`config.mk`:
```
export PLATFORM = sky130hd
export DESIGN_NAME = sqrt_iter
export DESIGN_NICKNAME = d
export VERILOG_FILES = /design/src/rtl/sqrt_pkg.sv /design/src/rtl/sqrt_step.sv /design/src/rtl/sqrt_iter.sv
export SDC_FILE = /design/constraint.sdc
export NUM_CORES = 1
export LEC_CHECK = 0
export CORE_MARGIN = 2
export CORE_UTILIZATION = 60
export CTS_BUF_LIST = sky130_fd_sc_hd__clkbuf_8
export DETAILED_ROUTE_END_ITERATION = 10
export GPL_TIMING_DRIVEN = 1
export PLACE_DENSITY = 0.87
export SYNTH_ARGS = -nofsm -noshare
export SYNTH_HDL_FRONTEND = slang
export SYNTH_SLANG_ARGS = --single-unit
```
`constraint.sdc`:
```
create_clock -name clk -period 5.9 [get_ports clk]
set_clock_uncertainty 0.1 [all_clocks]
set_input_delay 1.18 -clock clk [delete_from_list [all_inputs] [get_ports clk]]
set_output_delay 1.18 -clock clk [all_outputs]
set_load 0.1 [all_outputs]
```
`src/rtl/sqrt_pkg.sv`:
```
// rtl/sqrt_pkg.sv - shared types and width helpers for the iterative square root unit
//
// Purpose: defines the sequencing states, the rounding mode constants and the
// root/remainder width functions shared by the datapath and its bench.
// Ports: none (package).

package sqrt_pkg;

    typedef enum logic [1:0] {
        ST_IDLE = 2'd0,
        ST_CALC = 2'd1,
        ST_DONE = 2'd2
    } state_t;

    localparam int ROUND_TRUNC   = 0;
    localparam int ROUND_NEAREST = 1;

    // Root width: half the radicand bits plus the requested fraction bits.
    function automatic int qw(input int width, input int frac);
        return width / 2 + frac;
    endfunction

    // Remainder width: one bit wider than the root, since r <= 2*q.
    function automatic int rw(input int width, input int frac);
        return qw(width, frac) + 1;
    endfunction

endpackage

```
`src/rtl/sqrt_step.sv`:
```
// rtl/sqrt_step.sv - one combinational restoring square root iteration
//
// Purpose: consumes the next two radicand bits and produces one more root bit.
// Ports:
//   i_r    [RW-1:0] working remainder before this step
//   i_q    [QW-1:0] partial root before this step
//   i_bits [1:0]    next two radicand bits, MSB first
//   o_r    [RW-1:0] working remainder after this step
//   o_q    [QW-1:0] partial root after this step

module sqrt_step #(
    parameter  int QW = 6,
    localparam int RW = QW + 1
) (
    input  logic [RW-1:0] i_r,
    input  logic [QW-1:0] i_q,
    input  logic [1:0]    i_bits,
    output logic [RW-1:0] o_r,
    output logic [QW-1:0] o_q
);

    logic [RW:0] w_r_shift;
    logic [RW:0] w_trial;
    logic [RW:0] w_diff;
    logic [QW:0] w_q_shift;
    logic        w_ge;
    logic        w_unused;

    // i_r never exceeds 2*q of the previous step, so its MSB is always zero
    // here and the shifted value fits RW+1 bits.
    assign w_r_shift = {i_r[RW-2:0], i_bits};
    assign w_trial   = {i_q, 2'b01};
    assign w_ge      = (w_r_shift >= w_trial);
    assign w_diff    = w_r_shift - w_trial;
    assign w_q_shift = {i_q, w_ge};

    // Both candidate remainders are bounded by 2*q_next and fit RW bits.
    assign o_r = w_ge ? w_diff[RW-1:0] : w_r_shift[RW-1:0];
    assign o_q = w_q_shift[QW-1:0];

    // Bits that are provably zero by the remainder bound above.
    assign w_unused = ^{i_r[RW-1], w_diff[RW], w_r_shift[RW], w_q_shift[QW]};

endmodule

```
`src/rtl/sqrt_iter.sv`:
```
// rtl/sqrt_iter.sv - multi-cycle integer square root with start/ready/done handshake
//
// Purpose: computes Q = sqrt(A << 2*FRAC_BITS), one root bit per cycle, with
// optional round-to-nearest and saturation; results hold until the next done.
// Ports:
//   clk    clock, rising edge
//   rst_   asynchronous active-high reset
//   start  request, sampled only while ready
//   A      [WIDTH-1:0] unsigned radicand, captured on acceptance
//   ready  high in IDLE
//   busy   high in CALC and DONE
//   done   one-cycle pulse when Q/R/sat update
//   Q      [QW-1:0] root, FRAC_BITS fraction bits
//   R      [RW-1:0] remainder against the truncated root
//   sat    rounding would have overflowed Q

module sqrt_iter
    import sqrt_pkg::*;
#(
    parameter  int WIDTH     = 12,
    parameter  int FRAC_BITS = 0,
    parameter  int ROUND     = 0,
    localparam int QW        = qw(WIDTH, FRAC_BITS),
    localparam int RW        = rw(WIDTH, FRAC_BITS)
) (
    input  logic             clk,
    input  logic             rst_,
    input  logic             start,
    input  logic [WIDTH-1:0] A,
    output logic             ready,
    output logic             busy,
    output logic             done,
    output logic [QW-1:0]    Q,
    output logic [RW-1:0]    R,
    output logic             sat
);

    localparam int RADW = 2 * QW;
    localparam int CW   = $clog2(QW + 1);

    state_t          r_state;
    logic [RADW-1:0] r_rad;
    logic [RW-1:0]   r_rem;
    logic [QW-1:0]   r_root;
    logic [CW-1:0]   r_cnt;
    logic [QW-1:0]   r_q;
    logic [RW-1:0]   r_r;
    logic            r_sat;

    logic [RADW-1:0] w_load;
    logic [RW-1:0]   w_r_next;
    logic [QW-1:0]   w_q_next;
    logic            w_round_up;
    logic            w_q_full;
    logic [QW-1:0]   w_q_final;
    logic            w_sat;

    // Radicand with the fraction zeros appended below it.
    assign w_load = RADW'(A) << (2 * FRAC_BITS);

    sqrt_step #(.QW(QW)) u_step (
        .i_r    (r_rem),
        .i_q    (r_root),
        .i_bits (r_rad[RADW-1 -: 2]),
        .o_r    (w_r_next),
        .o_q    (w_q_next)
    );

    // sqrt(x) >= q + 0.5  <=>  x >= q^2 + q + 0.25  <=>  r > q for integers.
    assign w_round_up = (ROUND == ROUND_NEAREST) && (w_r_next > {1'b0, w_q_next});
    assign w_q_full   = &w_q_next;
    assign w_q_final  = (w_round_up && !w_q_full) ? w_q_next + QW'(1) : w_q_next;
    assign w_sat      = w_round_up && w_q_full;

    always_ff @(posedge clk or posedge rst_) begin
        if (rst_) begin
            r_state <= ST_IDLE;
            r_rad   <= '0;
            r_rem   <= '0;
            r_root  <= '0;
            r_cnt   <= '0;
            r_q     <= '0;
            r_r     <= '0;
            r_sat   <= 1'b0;
        end else begin
            case (r_state)
                ST_IDLE: begin
                    if (start) begin
                        r_rad   <= w_load;
                        r_rem   <= '0;
                        r_root  <= '0;
                        r_cnt   <= CW'(QW - 1);
                        r_state <= ST_CALC;
                    end
                end
                ST_CALC: begin
                    r_rem  <= w_r_next;
                    r_root <= w_q_next;
                    r_rad  <= r_rad << 2;
                    if (r_cnt == '0) begin
                        // Last step: publish results straight from the step outputs.
                        r_q     <= w_q_final;
                        r_r     <= w_r_next;
                        r_sat   <= w_sat;
                        r_state <= ST_DONE;
                    end else begin
                        r_cnt <= r_cnt - 1'b1;
                    end
                end
                ST_DONE: begin
                    r_state <= ST_IDLE;
                end
                default: begin
                    r_state <= ST_IDLE;
                end
            endcase
        end
    end

    assign ready = (r_state == ST_IDLE);
    assign busy  = (r_state == ST_CALC) || (r_state == ST_DONE);
    assign done  = (r_state == ST_DONE);
    assign Q     = r_q;
    assign R     = r_r;
    assign sat   = r_sat;

endmodule

```
# Word-level counts from Yosys, hierarchy flattened
# Index checks and enable logic that the tools add are counted.
[op_classes] add_sub_neg=2 order_cmp=1 n_eq_ne=5 muxes=13 reduce_logical=8
[ops] cell="$pmux 12 s2" count=1
[ops] cell="$pmux 6 s2" count=2
[ops] cell="$mux 12" count=1
[ops] cell="$mux 6" count=2
[ops] cell="$ge 8x8->1" count=1
[ops] cell="$mux 7" count=1
[ops] cell="$sub 7x7->7" count=1
[ops] cell="$mux 3" count=2
[ops] cell="$ne 2x2->1 const B" count=3
[ops] cell="$pmux 3 s2" count=1
[ops] cell="$reduce_and 2->1" count=3
[ops] cell="$mux 2" count=2
[ops] cell="$pmux 2 s2" count=1
[ops] cell="$logic_not 3->1" count=1
[ops] cell="$reduce_and 3->1" count=1
[ops] cell="$sub 3x1->3 const B" count=1
[ops] cell="$eq 2x1->1 const B" count=1
[ops] cell="$eq 2x2->1 const B" count=1
[ops] cell="$logic_not 2->1" count=1
[ops] cell="$reduce_bool 2->1" count=1
[ops] cell="$logic_or 1x1->1" count=1
[totals] reg_bits=42 input_bits=15 out_inout_bits=17 wordCells=36

# Longest topological paths before layout
[logic_depth] ltp_word=3 ltp_mapped=7

# Hierarchy
# A second synthesis with hierarchy kept.
[unflattened] hier_cells=234 hier_area_um2=2409.8
[by_module_without_submodules] module="sqrt_iter" n_inst=1 cells_per_inst=173 area_each_um2=1960.6 seq_area_each_um2=1076.0
[by_module_without_submodules] module="sqrt_step" n_inst=1 cells_per_inst=61 area_each_um2=449.2 seq_area_each_um2=0.0

# Least setup slack after synthesis
# OpenSTA, ideal clock, no wires.
[synth_timing] kind="reg-to-output" start="register r_state[0]" end="output ready" t_arrival_ns=1.281 required_ns=4.620 setup_slack_ns=3.339 path_stages_with_launch=3 n_path_buf=0 path_cell_list="dfrtp_1 > inv_1 > ha_1"
[synth_between] elab_chain_cells=1
[synth_lines] item="from (decl)" line="sqrt_iter.sv:41" rtl="state_t r_state;"
[synth_lines] item="from (signal assigned)" line="sqrt_iter.sv:77" rtl="r_state <= ST_IDLE;"
[synth_lines] item="from (signal assigned)" line="sqrt_iter.sv:93" rtl="r_state <= ST_CALC;"
[synth_lines] item="from (signal assigned)" line="sqrt_iter.sv:105" rtl="r_state <= ST_DONE;"
[synth_lines] item="$logic_not 2->1" line="sqrt_iter.sv:120" rtl="assign ready = (r_state == ST_IDLE);"
[synth_lines] item="to (decl)" line="sqrt_iter.sv:30" rtl="output logic ready,"
# No other way between the ends.

# Worst setup path after layout
# Same ends and word-level chain as after synthesis.

==> key figures <==
Clock network
  • Post-CTS Setup Inserts: 0
  • TritonCTS clock tree: built
  • CTS resizes: 0
  • Num CTS Buffers: 5
  • Max clock buf depth: 2
  • Clock Root Buffer: clkbuf_8
  • Skew-Pair Late Insertion Delay: between 0.2 and 0.3 ns
  • H-tree depth: 2
  • Reg clk slew, reported paths: approximately 0.070 ns
  • Hold buffers post-CTS: 0
  • # clock sinks: between 40 and 50

STA
  • Final setup viols: 0
  • Final period util: 0.589
  • Setup TNS: 0 ns
  • Tmin final: around 3.5 ns
  • Actual slew at the worst max-slew pin: around 0.99 ns
  • Setup ws final: about 2.4 ns
  • Highest clock rate: about 290 MHz
  • Worst hold slack: between 0.3 and 0.4 ns
  • Final hold violation count: 0
  • Max transition margin: 0.339
  • Max Slew Vio Count: 0
  • RSZ-0062 raised after global routing: false

Placement
  • HPWL Detailed: 2850 um
  • Worst slack, placed: roughly 2.7 ns
  • Routability cong.: 0.829
  • PortBufs: 30

Die
  • Die Area: 4150 um2
  • Starting Density: 0.641
  • Row count: 21
  • DIE HEIGHT: 64.4 um
  • Die Width: roughly 64 um
  • Core area: about 3400 um2
  • Ports: 32

Drt
  • DRT Wirelength: slightly above 4000 um
  • DRT met1 WL: between 1500 and 2000 um
  • Drt first pass iters: 4
  • Initial DRC count: 76
  • Vias: 1635
  • Post-route DRC: 0
  • DR WL/cell: around 13 um
  • Vias/cell: ~5.4
  • Met3 wire length: approximately 140 um
  • Met2 wire len: approximately 2100 um
  • Top layer in use: met4
  • Antenna-violating nets left: 0

Setup path
  • Worst r2r path cells: 5
  • Worst-path fanout max: 4
  • Setup crit start kind: flip-flop
  • Crit path DAT: around 2.2 ns
  • CP endpoint kind: output port
  • WP data required: roughly 4.6 ns
  • Worst Path Class, Setup: reg -> out

Synth
  • Synthesized area per cell: between 9 and 10 um2
  • Synthesized instance count: between 200 and 250
  • Post-synthesis adder-cell area fraction: 0.0743
  • Synth Area in Simple Gates: 0.128
  • Compound-cell area share of the yosys netlist: 0.175
  • Syn_nets: about 260
  • Sequential fraction of the synthesis area: 0.480
  • Mux share of post-synthesis cell area: 0.0709
  • Top_reg_cell synth: dfrtp_1
  • Largest family of logic cells by synthesized area: compound AO/OA/AOI/OAI gates
  • Yosys cell types: 38
  • Asr flop ratio synth: 1.00
  • Synth Cell Area: between 2000 and 2500 um2
  • Synthesis Warnings: 0
  • Top cells by area, synth: dfrtp_1, ha_1, nand2_1, mux2i_1, o21ai_1
  • Synth Register Bits: 42
  • Area share of the largest cell type after synthesis: 0.480
  • Post-synthesis xor/xnor area fraction: 0.0200
  • EDFF count, synth: 0
  • Cell accounting for the most synthesized area: dfrtp_1

Global route
  • Grt total ovfl: 0
  • Number of global-route vias before repair: roughly 1600
  • Total GRT Usage: 0.232
  • Initial antenna violation count: 0
  • Pin count of the biggest net entering global routing: 43
  • First-pass GRT wire length: 7390 um

Final layout
  • Commonest non-fill, non-tap cell in the layout: nand2_1
  • Most frequent cells in the layout: nand2_1, dfrtp_1, clkdlybuf4s50_1
  • Share of cells above drive strength 1: 0.0698
  • Layout net count: between 200 and 300
  • Synth-to-Final Area Change: 18.8%
  • Final core utilization: 0.761
  • Antenna cell count: 0

Worst hold path
  • Worst hold path cell count: 2
  • Min-Delay Path Class: reg -> reg

Run status
  • Run status: complete, no violations

Job
  • Max-cap viol count: 0
stage by stage:
stage               instances  instance area, um2
finish                    304                2600
floorplan                 229                2190
CTS                       304                2600
global placement          297                2520
global route              304                2600
detailed placement        297                2520
layout make-up:
cell class	count	area, um2
Sequential cell	42	1050
Multi-Input combinational cell	159	1030
Fill cell	260	817
Timing Repair Buffer	32	315
Clock buffer	5	68.8
Inverter	18	67.6
Tap cell	46	57.6
Clock inverter	2	7.51
cells in the mapped netlist (3+ instances only):
cell type / count
a21oi_1: 9
o21ai_0: 14
ha_1: 13
nand2_1: 43
o21ai_2: 3
inv_1: 18
o21ai_1: 24
nor2_1: 6
clkbuf_1: 8
nand2b_1: 4
xnor2_1: 4
mux2i_1: 14
dfrtp_1: 42
o21a_1: 3
kinds of logic after synthesis:
family / Yosys count
flip-flops: 42
AO/OA/AOI/OAI: 62
adder cells (fa/ha/maj): 13
multiplexers: 15
buffers and inverters: 28
other: 1
XOR/XNOR: 5
AND/OR/NAND/NOR: 63
critical path, stage by stage, from the launching register on:
cell	delay [ns]
dfrtp_1	0.38
inv_1	0.10
ha_1	0.24
clkdlybuf4s50_1	1.18
registers in the layout, indices dropped and copies added, names as in the netlist:
| register | cells |
|---|---|
| Q | 6 |
| R | 7 |
| r_cnt | 3 |
| r_rad | 12 |
| r_rem | 6 |
| r_root | 6 |
| r_state | 2 |
path summary, 6_finish.rpt:
check                                             from                   end  slack, ns
worst min-delay path                  R[5]$_DFFE_PP0P_      R[5]$_DFFE_PP0P_       0.38
worst max-delay path            r_state[0]$_DFFE_PP0P_                 ready       2.42
min in group asynchronous                         rst_      Q[1]$_DFFE_PP0P_       1.20
worst min register to register        R[5]$_DFFE_PP0P_      R[5]$_DFFE_PP0P_       0.38
worst max register to register  r_state[1]$_DFFE_PP0P_      Q[2]$_DFFE_PP0P_       3.49
max in group asynchronous                         rst_  r_rem[0]$_DFFE_PP0P_       4.13
routing by layer:
layer	vias to the layer above	global-route usage
met4	0	0.0718
met1	767	0.293
met2	35	0.397
li1	827	-
met3	6	0.0528
met5	-	0
Power is left out: the tool's default activity adds up to more than one toggle a clock period on the data nets, which glitch-free logic cannot reach.
